===== src/rtl/time_keeper_pkg.sv =====
// Shared constants, BCD digit layout and controller state encoding for the
// 12-hour BCD time keeper and its helpers.
package time_keeper_pkg;

  localparam int          DIGIT_W    = 4;
  localparam logic [23:0] RESET_TIME = 24'h120000;
  localparam int          HOUR_MAX   = 12;

  // Bit offset of each BCD digit in the packed {hT,hO,mT,mO,sT,sO} word
  localparam int SO_LSB = 0;
  localparam int ST_LSB = 4;
  localparam int MO_LSB = 8;
  localparam int MT_LSB = 12;
  localparam int HO_LSB = 16;
  localparam int HT_LSB = 20;

  typedef enum logic {
    STOPPED = 1'b0,
    RUNNING = 1'b1
  } state_t;

endpackage


===== src/rtl/bcd_time_next.sv =====
// Combinational 12-hour BCD successor: hh:mm:ss + 1 second.
// carry flags the 12:59:59 -> 01:00:00 wrap.
module bcd_time_next
  import time_keeper_pkg::*;
(
  input  logic [23:0] cur_bcd,
  output logic [23:0] nxt_bcd,
  output logic        carry
);

  logic [DIGIT_W-1:0] ht, ho, mt, mo, st, so;
  logic [DIGIT_W-1:0] n_ht, n_ho, n_mt, n_mo, n_st, n_so;

  assign ht = cur_bcd[HT_LSB +: DIGIT_W];
  assign ho = cur_bcd[HO_LSB +: DIGIT_W];
  assign mt = cur_bcd[MT_LSB +: DIGIT_W];
  assign mo = cur_bcd[MO_LSB +: DIGIT_W];
  assign st = cur_bcd[ST_LSB +: DIGIT_W];
  assign so = cur_bcd[SO_LSB +: DIGIT_W];

  always_comb begin
    n_ht  = ht;
    n_ho  = ho;
    n_mt  = mt;
    n_mo  = mo;
    n_st  = st;
    n_so  = so;
    carry = 1'b0;
    if (so != 4'd9) begin
      n_so = so + 4'd1;
    end else begin
      n_so = 4'd0;
      if (st != 4'd5) begin
        n_st = st + 4'd1;
      end else begin
        n_st = 4'd0;
        if (mo != 4'd9) begin
          n_mo = mo + 4'd1;
        end else begin
          n_mo = 4'd0;
          if (mt != 4'd5) begin
            n_mt = mt + 4'd1;
          end else begin
            n_mt = 4'd0;
            // Hour rolls 12 -> 01; 09 -> 10 falls out of the BCD ones carry
            if (ht == 4'd1 && ho == 4'd2) begin
              n_ht  = 4'd0;
              n_ho  = 4'd1;
              carry = 1'b1;
            end else if (ho == 4'd9) begin
              n_ht = ht + 4'd1;
              n_ho = 4'd0;
            end else begin
              n_ho = ho + 4'd1;
            end
          end
        end
      end
    end
  end

  assign nxt_bcd = {n_ht, n_ho, n_mt, n_mo, n_st, n_so};

endmodule


===== src/rtl/bcd_time_keeper.sv =====
// 12-hour BCD real-time clock: load from switches while stopped, count one
// second per CLK_HZ cycles while running, pulse on reaching the dose time.
module bcd_time_keeper
  import time_keeper_pkg::*;
#(
  parameter int CLK_HZ = 50_000_000
) (
  input  logic        clk,
  input  logic        reset,
  input  logic [23:0] setTime,
  input  logic        loadTime,
  input  logic        startPulse,
  input  logic        stopPulse,
  input  logic [23:0] alarmTime,
  output logic [23:0] currentTime,
  output logic        running,
  output logic        secondTick,
  output logic        alarmHit
);

  localparam int                 PRESC_W  = $clog2(CLK_HZ);
  localparam logic [PRESC_W-1:0] PRESC_TC = PRESC_W'(CLK_HZ - 1);

  state_t             state, state_next;
  logic [PRESC_W-1:0] presc;
  logic               tick;
  logic [23:0]        next_bcd;
  logic               unused_carry;

  // Clamp each switch digit into a legal 12-hour time; out-of-range hours become 12
  function automatic logic [23:0] sanitise(input logic [23:0] raw);
    logic [DIGIT_W-1:0] ht, ho, mt, mo, st, so;
    int hour;
    ht = raw[HT_LSB +: DIGIT_W];
    ho = raw[HO_LSB +: DIGIT_W];
    mt = raw[MT_LSB +: DIGIT_W];
    mo = raw[MO_LSB +: DIGIT_W];
    st = raw[ST_LSB +: DIGIT_W];
    so = raw[SO_LSB +: DIGIT_W];
    if (ht > 4'd1) ht = 4'd1;
    if (ho > 4'd9) ho = 4'd9;
    hour = 10 * int'(ht) + int'(ho);
    if (hour > HOUR_MAX || hour == 0) begin
      ht = 4'd1;
      ho = 4'd2;
    end
    if (mt > 4'd5) mt = 4'd5;
    if (mo > 4'd9) mo = 4'd9;
    if (st > 4'd5) st = 4'd5;
    if (so > 4'd9) so = 4'd9;
    return {ht, ho, mt, mo, st, so};
  endfunction

  bcd_time_next u_next (
    .cur_bcd (currentTime),
    .nxt_bcd (next_bcd),
    .carry   (unused_carry)
  );

  assign tick    = (state == RUNNING) && (presc == PRESC_TC);
  assign running = (state == RUNNING);

  always_ff @(posedge clk or posedge reset) begin
    if (reset) begin
      state <= STOPPED;
    end else begin
      state <= state_next;
    end
  end

  // Stop dominates start in either state
  always_comb begin
    state_next = state;
    case (state)
      STOPPED: if (startPulse && !stopPulse) state_next = RUNNING;
      RUNNING: if (stopPulse)                state_next = STOPPED;
      default: state_next = STOPPED;
    endcase
  end

  always_ff @(posedge clk or posedge reset) begin
    if (reset) begin
      presc       <= '0;
      currentTime <= RESET_TIME;
      secondTick  <= 1'b0;
      alarmHit    <= 1'b0;
    end else begin
      secondTick <= tick;
      alarmHit   <= tick && (next_bcd == alarmTime);
      if (state == RUNNING) begin
        // Prescaler keeps counting on the stop edge, so a partial second resumes
        if (tick) begin
          presc       <= '0;
          currentTime <= next_bcd;
        end else begin
          presc <= presc + 1'b1;
        end
      end else if (loadTime) begin
        presc       <= '0;
        currentTime <= sanitise(setTime);
      end
    end
  end

endmodule


===== config.mk =====
export PLATFORM = sky130hd
export DESIGN_NAME = bcd_time_keeper
export DESIGN_NICKNAME = d
export VERILOG_FILES = /design/src/rtl/time_keeper_pkg.sv /design/src/rtl/bcd_time_next.sv /design/src/rtl/bcd_time_keeper.sv
export SDC_FILE = /design/constraint.sdc
export NUM_CORES = 1
export LEC_CHECK = 0
export CORE_MARGIN = 3
export CORE_UTILIZATION = 40
export DETAILED_ROUTE_END_ITERATION = 7
export MAX_ROUTING_LAYER = met4
export PLACE_DENSITY_LB_ADDON = 0.08
export SYNTH_ARGS = -nofsm -noshare
export SYNTH_HDL_FRONTEND = slang
export SYNTH_SLANG_ARGS = --single-unit
export TNS_END_PERCENT = 30

===== constraint.sdc =====
create_clock -name clk -period 5 [get_ports clk]
set_input_delay 1.25 -clock clk [delete_from_list [all_inputs] [get_ports clk]]
set_output_delay 1.25 -clock clk [all_outputs]
set_load 0.05 [all_outputs]

==> Word-level counts from Yosys, hierarchy flattened <==
Index checks and enable logic that the tools add are counted.
{ "word_totals": {"reg_bits": 53, "in_bits": 53, "elab_cells": 84} }
{ "op_classes": {"add_sub_neg": 8, "mul": 1, "magnitude_cmp": 7, "eq_ne": 10, "mux": 43, "bitwise_logic": 1, "reduce_logical": 9} }
{ "ops": {"columns": ["cell", "n"], "rows": [
  ["4-bit two-way mux", 34],
  ["26-bit two-way mux", 3],
  ["24-bit two-way mux", 3],
  ["32-bit logical NOT", 1],
  ["26-bit by 1-bit adder with 26-bit output (second input constant)", 1],
  ["26-bit equality test (second input constant)", 1],
  ["4-bit by 1-bit adder with 4-bit output (second input constant)", 6],
  ["24-bit equality test", 1],
  ["4-bit > comparator (second input constant)", 3],
  ["8-bit by 4-bit adder with 9-bit output", 1],
  ["9-bit by 4-bit > comparator with 1-bit output (second input constant)", 1],
  ["4-bit by 3-bit > comparator with 1-bit output (second input constant)", 2],
  ["4-bit by 3-bit inequality test with 1-bit output (second input constant)", 2],
  ["4-bit inequality test (second input constant)", 2],
  ["3-bit by 4-bit multiplier with 7-bit output (first input constant)", 1],
  ["4-bit by 1-bit equality test with 1-bit output (second input constant)", 1],
  ["4-bit by 2-bit equality test with 1-bit output (second input constant)", 1],
  ["4-bit equality test (second input constant)", 1],
  ["4-bit by 1-bit > comparator with 1-bit output (second input constant)", 1],
  ["1-bit logical AND", 4],
  ["1-bit two-way mux", 2],
  ["2-bit by 1-bit inequality test with 1-bit output (second input constant)", 1],
  ["1-bit one-hot mux with 2 select lines", 1],
  ["2-bit AND reduction", 1],
  ["4 further kinds", 4]
]} }

==> Depth between registers and ports, before layout <==
{ "depth": {"depth_word": 11, "ltp_mapped": 11} }

==> Cells and area by module <==
A second synthesis with hierarchy kept.
{ "hier_totals": {"cells_unflattened": 445, "hier_area_um2": 3839.9} }
{ "by_module_without_submodules": {"columns": ["module", "instances", "cells_per_inst", "area_per_inst_um2", "seq_area_each_um2"], "rows": [
  ["bcd_time_keeper", 1, 351, 3225.6, 1328.8],
  ["bcd_time_next", 1, 94, 614.3, 0.0]
]} }

==> Worst setup path after synthesis <==
OpenSTA, ideal clock, no wires.
{ "synth_timing": {"path_kind": "input -> register", "start": "input setTime[23]", "end": "register currentTime[16]", "setup_ns": 0.126, "arrival_time_ns": 3.348, "required_time_ns": 4.874, "path_slack_ns": 1.526, "path_stages": 6, "path_buffers": 0, "path_cell_list": "or4_1 > ha_1 > or3b_2 > nor3_1 > nor3_2 > a221o_1"} }
{ "synth_between": {"elab_chain_len": 11, "elab_cells_between_ends": 12, "classes_between": "add/sub (1); mul (1); order compare (2); mux (6); reduce/logical (2)"} }
{ "synth_lines": {"columns": ["element", "line_no", "text"], "rows": [
  ["from (decl)", "bcd_time_keeper.sv:10", "input logic [23:0] setTime,"],
  ["4-bit by 1-bit > comparator with 1-bit output", "bcd_time_keeper.sv:40", "if (ht > 4'd1) ht = 4'd1;"],
  ["4-bit two-way mux *", "bcd_time_keeper.sv:40", null],
  ["4-bit two-way mux *", "bcd_time_keeper.sv:98", "end else if (loadTime) begin"],
  ["4-bit two-way mux *", "bcd_time_keeper.sv:90", "if (state == RUNNING) begin"],
  ["3-bit by 4-bit multiplier with 7-bit output *", "bcd_time_keeper.sv:42", "hour = 10 * int'(ht) + int'(ho);"],
  ["8-bit by 4-bit adder with 9-bit output *", "bcd_time_keeper.sv:42", null],
  ["9-bit by 4-bit > comparator with 1-bit output / 32-bit logical NOT (equally long branches)", "bcd_time_keeper.sv:43", "if (hour > HOUR_MAX || hour == 0) begin"],
  ["1-bit logical OR *", "bcd_time_keeper.sv:43", null],
  ["4-bit two-way mux *", "bcd_time_keeper.sv:43", null],
  ["24-bit two-way mux *", "bcd_time_keeper.sv:98", null],
  ["24-bit two-way mux *", "bcd_time_keeper.sv:90", null],
  ["to (signal assigned)", "bcd_time_keeper.sv:94", "currentTime <= next_bcd;"],
  ["to (signal assigned)", "bcd_time_keeper.sv:100", "currentTime <= sanitise(setTime);"],
  ["to (decl)", "bcd_time_keeper.sv:15", "output logic [23:0] currentTime,"]
]} }
Mark *: on every way between the ends. The rest lies on a longest branch, timed or not. The select of a mux whose other input is x is not followed.
A chain may end at the register's enable or synchronous reset.

==> Worst setup path after layout <==
Same ends and word-level chain as after synthesis.

==> impl_metrics.toml <==
[pwr]
vdd_drop_max_v = 0.000141
power.density_mw_per_mm2 = 261
design_power_total_uw = 1340
leakage_uw = 0.00191

[floorplanning]
start_util = 0.420
ioPinCount = 80
coreArea_mm2 = 0.0100
die_h_um = 108
num_rows = 36
design.die.area_mm2 = 0.0118
die_w_um = 108

[cells_and_area]
drive_gt1_frac = 0.0678
most-common-layout-cells = "clkdlybuf4s50_1 (79), dfrtp_1 (51), o21ai_0 (45)"
multi_input_area_mm2 = 0.00266
num_antenna_cells = 0
synthToLayoutAreaGrowth_pct = 22.4
nets = 636
fill_cells = 979
final_common_cell = "clkdlybuf4s50_1"
regArea_mm2 = 0.00133

[critical_path]
arrival_ps = 3960
ff2ff_setup_slack_ps = 1990
critPathLaunchType = "primary input"
r2r-end = "currentTime[10]$_DFFE_PP0P_"
critical_path.max_fanout = 4
end_kind = "flop"
crit_start = "setTime[23]"
r2r-start = "presc[0]$_DFFE_PP0P_"
worst_r2r_path_depth = 10
cp.required_ps = 5210
criticalPathCategory = "primary input to flop"

[clock_network]
clockBufferDepth = 2
cts_made_buffers = 5
cts_root_buf = "clkbuf_8"
cts_setup_buffers = 0
clkSinkCount = 53
ctsResizeCount = 0
clk_latency_ps = 320
hold_buffers = 0
clk_transition_reported_paths_ps = 110
htree_num_levels = 2
cts_tree = "done"

[synth]
synth_xor_xnor_area_share = 0.0626
synthAdderAreaFrac = 0.0286
yosys_warnings = 0
synthMuxAreaShare = 0.0122
synthFlopType = "dfrtp_1"
synthSimpleGateAreaFrac = 0.280
syn-cell-area_mm2 = 0.00420
syn_inst = 515
synthDistinctLibCells = 78
postSynthAreaPerCell_um2 = 8.15
synth-seq-area-share = 0.317
async_flop_share = 1.00
synth_edf_count = 0
synth-compound-area-share = 0.247
synth-seq-cells = 53
synth_top_family_by_area = "simple AND/OR/NAND/NOR gates"

[sta]
fin_worst_skew_ps = 6.56
maxSlewHeadroom = 0.274
finalCritPeriodShare = 0.750
tightest_slew_ps = 1090
setup_tns_ps = 0
fmax_mhz = 267
fin_crit_ps = 3750
hold_viol = 0
slew_violations = 0
rsz0062_at_grt = "no"
whs_ps = 541
fin_ws_ps = 1250
setup_violations = 0

[route]
routed_via_density = 5.84
drt-initial-drc-count = 210
wire_per_inst_um = 17.4
drtPass1Iterations = 5
drt_wl_total_um = 12300
postRouteAntennaNets = 0
vias = 4135
drc = 0

[grt]
grt_overflow_total = 0
grt_pass1_wl_um = 20300
grt_max_degree = 29
track_usage = 0.221
antenna_found_initial = 0
grt_pass1_vias = 4032

[hold_path]
hold_path_depth = 1
holdCritStartpoint = "presc[24]$_DFFE_PP0P_"
holdPathEnd = "presc[24]$_DFFE_PP0P_"
hold_path.class = "flop to flop"

[placed_design]
gp_congestion = 0.902
io_buffers = 79
dp_hpwl_um = 9110
pre_cts_ws_ps = 944

[run]
max_cap_viol_count = 0

[outcome]
status = "completed"
[cell families after synthesis]
| group | Yosys count |
|---|---|
| XOR/XNOR | 30 |
| other | 2 |
| AO/OA/AOI/OAI | 164 |
| AND/OR/NAND/NOR | 207 |
| flip-flops | 53 |
| adder cells (fa/ha/maj) | 9 |
| multiplexers | 5 |
| buffers and inverters | 45 |
[registers in the layout, summed over array words and instances, names as in the netlist]
signal       flops
alarmHit         1
currentTime     24
presc           26
running          1
secondTick       1
[synth_stat cells, types with 3 or more instances]
library cell / count / area share
dfrtp_1: 51 / 0.30
o21ai_0: 45 / 0.054
nand2_1: 43 / 0.038
a21oi_1: 37 / 0.044
nor2_1: 36 / 0.032
nor3_1: 23 / 0.027
nand3_1: 21 / 0.025
clkbuf_1: 20 / 0.018
xnor2_1: 16 / 0.033
xor2_1: 14 / 0.029
nand2b_1: 13 / 0.019
a31oi_1: 11 / 0.016
inv_1: 10 / 0.0089
nand4_1: 10 / 0.015
nor2b_1: 10 / 0.015
buf_2: 9 / 0.011
and3_1: 8 / 0.012
ha_1: 8 / 0.024
o31ai_1: 8 / 0.014
o21ai_1: 7 / 0.0083
o211ai_1: 6 / 0.011
o22ai_1: 6 / 0.0089
or3_1: 6 / 0.0089
a21o_1: 5 / 0.0089
a211oi_1: 4 / 0.0072
a22oi_1: 4 / 0.0072
mux2i_1: 4 / 0.0095
a2111oi_0: 3 / 0.0063
and4bb_2: 3 / 0.0089
nand3_2: 3 / 0.0072
nand3b_1: 3 / 0.0054
nor3b_1: 3 / 0.0054
nor4_1: 3 / 0.0045
nor4b_1: 3 / 0.0063
nor4bb_1: 3 / 0.0072
o41ai_1: 3 / 0.0063
[worst max-delay path, stage by stage]
cell and delay (ps):
clkdlybuf4s50_1 390, or4_1 590, ha_1 330, or3b_2 460
nor3_1 450, nor3_2 110, a221o_1 380
[final cells by class]
class	instances	share of cell area
Timing Repair Buffer	83	0.160
Clock buffer	6	0.0161
Multi-Input combinational cell	419	0.518
Clock inverter	2	0.00341
Sequential cell	53	0.259
Tap cell	133	0.0324
Inverter	12	0.0112
[worst max-delay path by stage]
| stage | endpoint | slack (ps) |
|---|---|---|
| final | currentTime[16]$_DFFE_PP0P_ | 1250 |
| after global routing | currentTime[16]$_DFFE_PP0P_ | 1140 |
| after CTS | currentTime[16]$_DFFE_PP0P_ | 1270 |
| after detailed placement | currentTime[16]$_DFFE_PP0P_ | 940 |
| after global placement | currentTime[16]$_DFFE_PP0P_ | 1030 |
| after floorplan | currentTime[16]$_DFFE_PP0P_ | 1530 |
[power by group]
group	switching [µW]	internal (µW)	leakage (µW)
clock	166	116	0.0000518
sequential	85.8	463	0.000695
combinational	302	210	0.00116
total	554	788	0.00191
[through the flow]
step | util | area (µm²) | cells
after floorplan | - | 4200 | 517
after global placement | 0.504 | 5040 | 700
after detailed placement | 0.504 | 5040 | 700
after CTS | 0.514 | 5140 | 708
after global routing | 0.514 | 5140 | 708
final | 0.514 | 5140 | 708
[routing by layer]
| layer | vias to the layer above | GRT usage | routed length, µm |
|---|---|---|---|
| met5 | - | - | 0 |
| met4 | 0 | 0.0694 | 232 |
| met3 | 20 | 0.0310 | 588 |
| met2 | 104 | 0.366 | 6040 |
| met1 | 1975 | 0.279 | 5450 |
| li1 | 2036 | - | - |
Note: power is estimated with default switching activity, not from simulation.
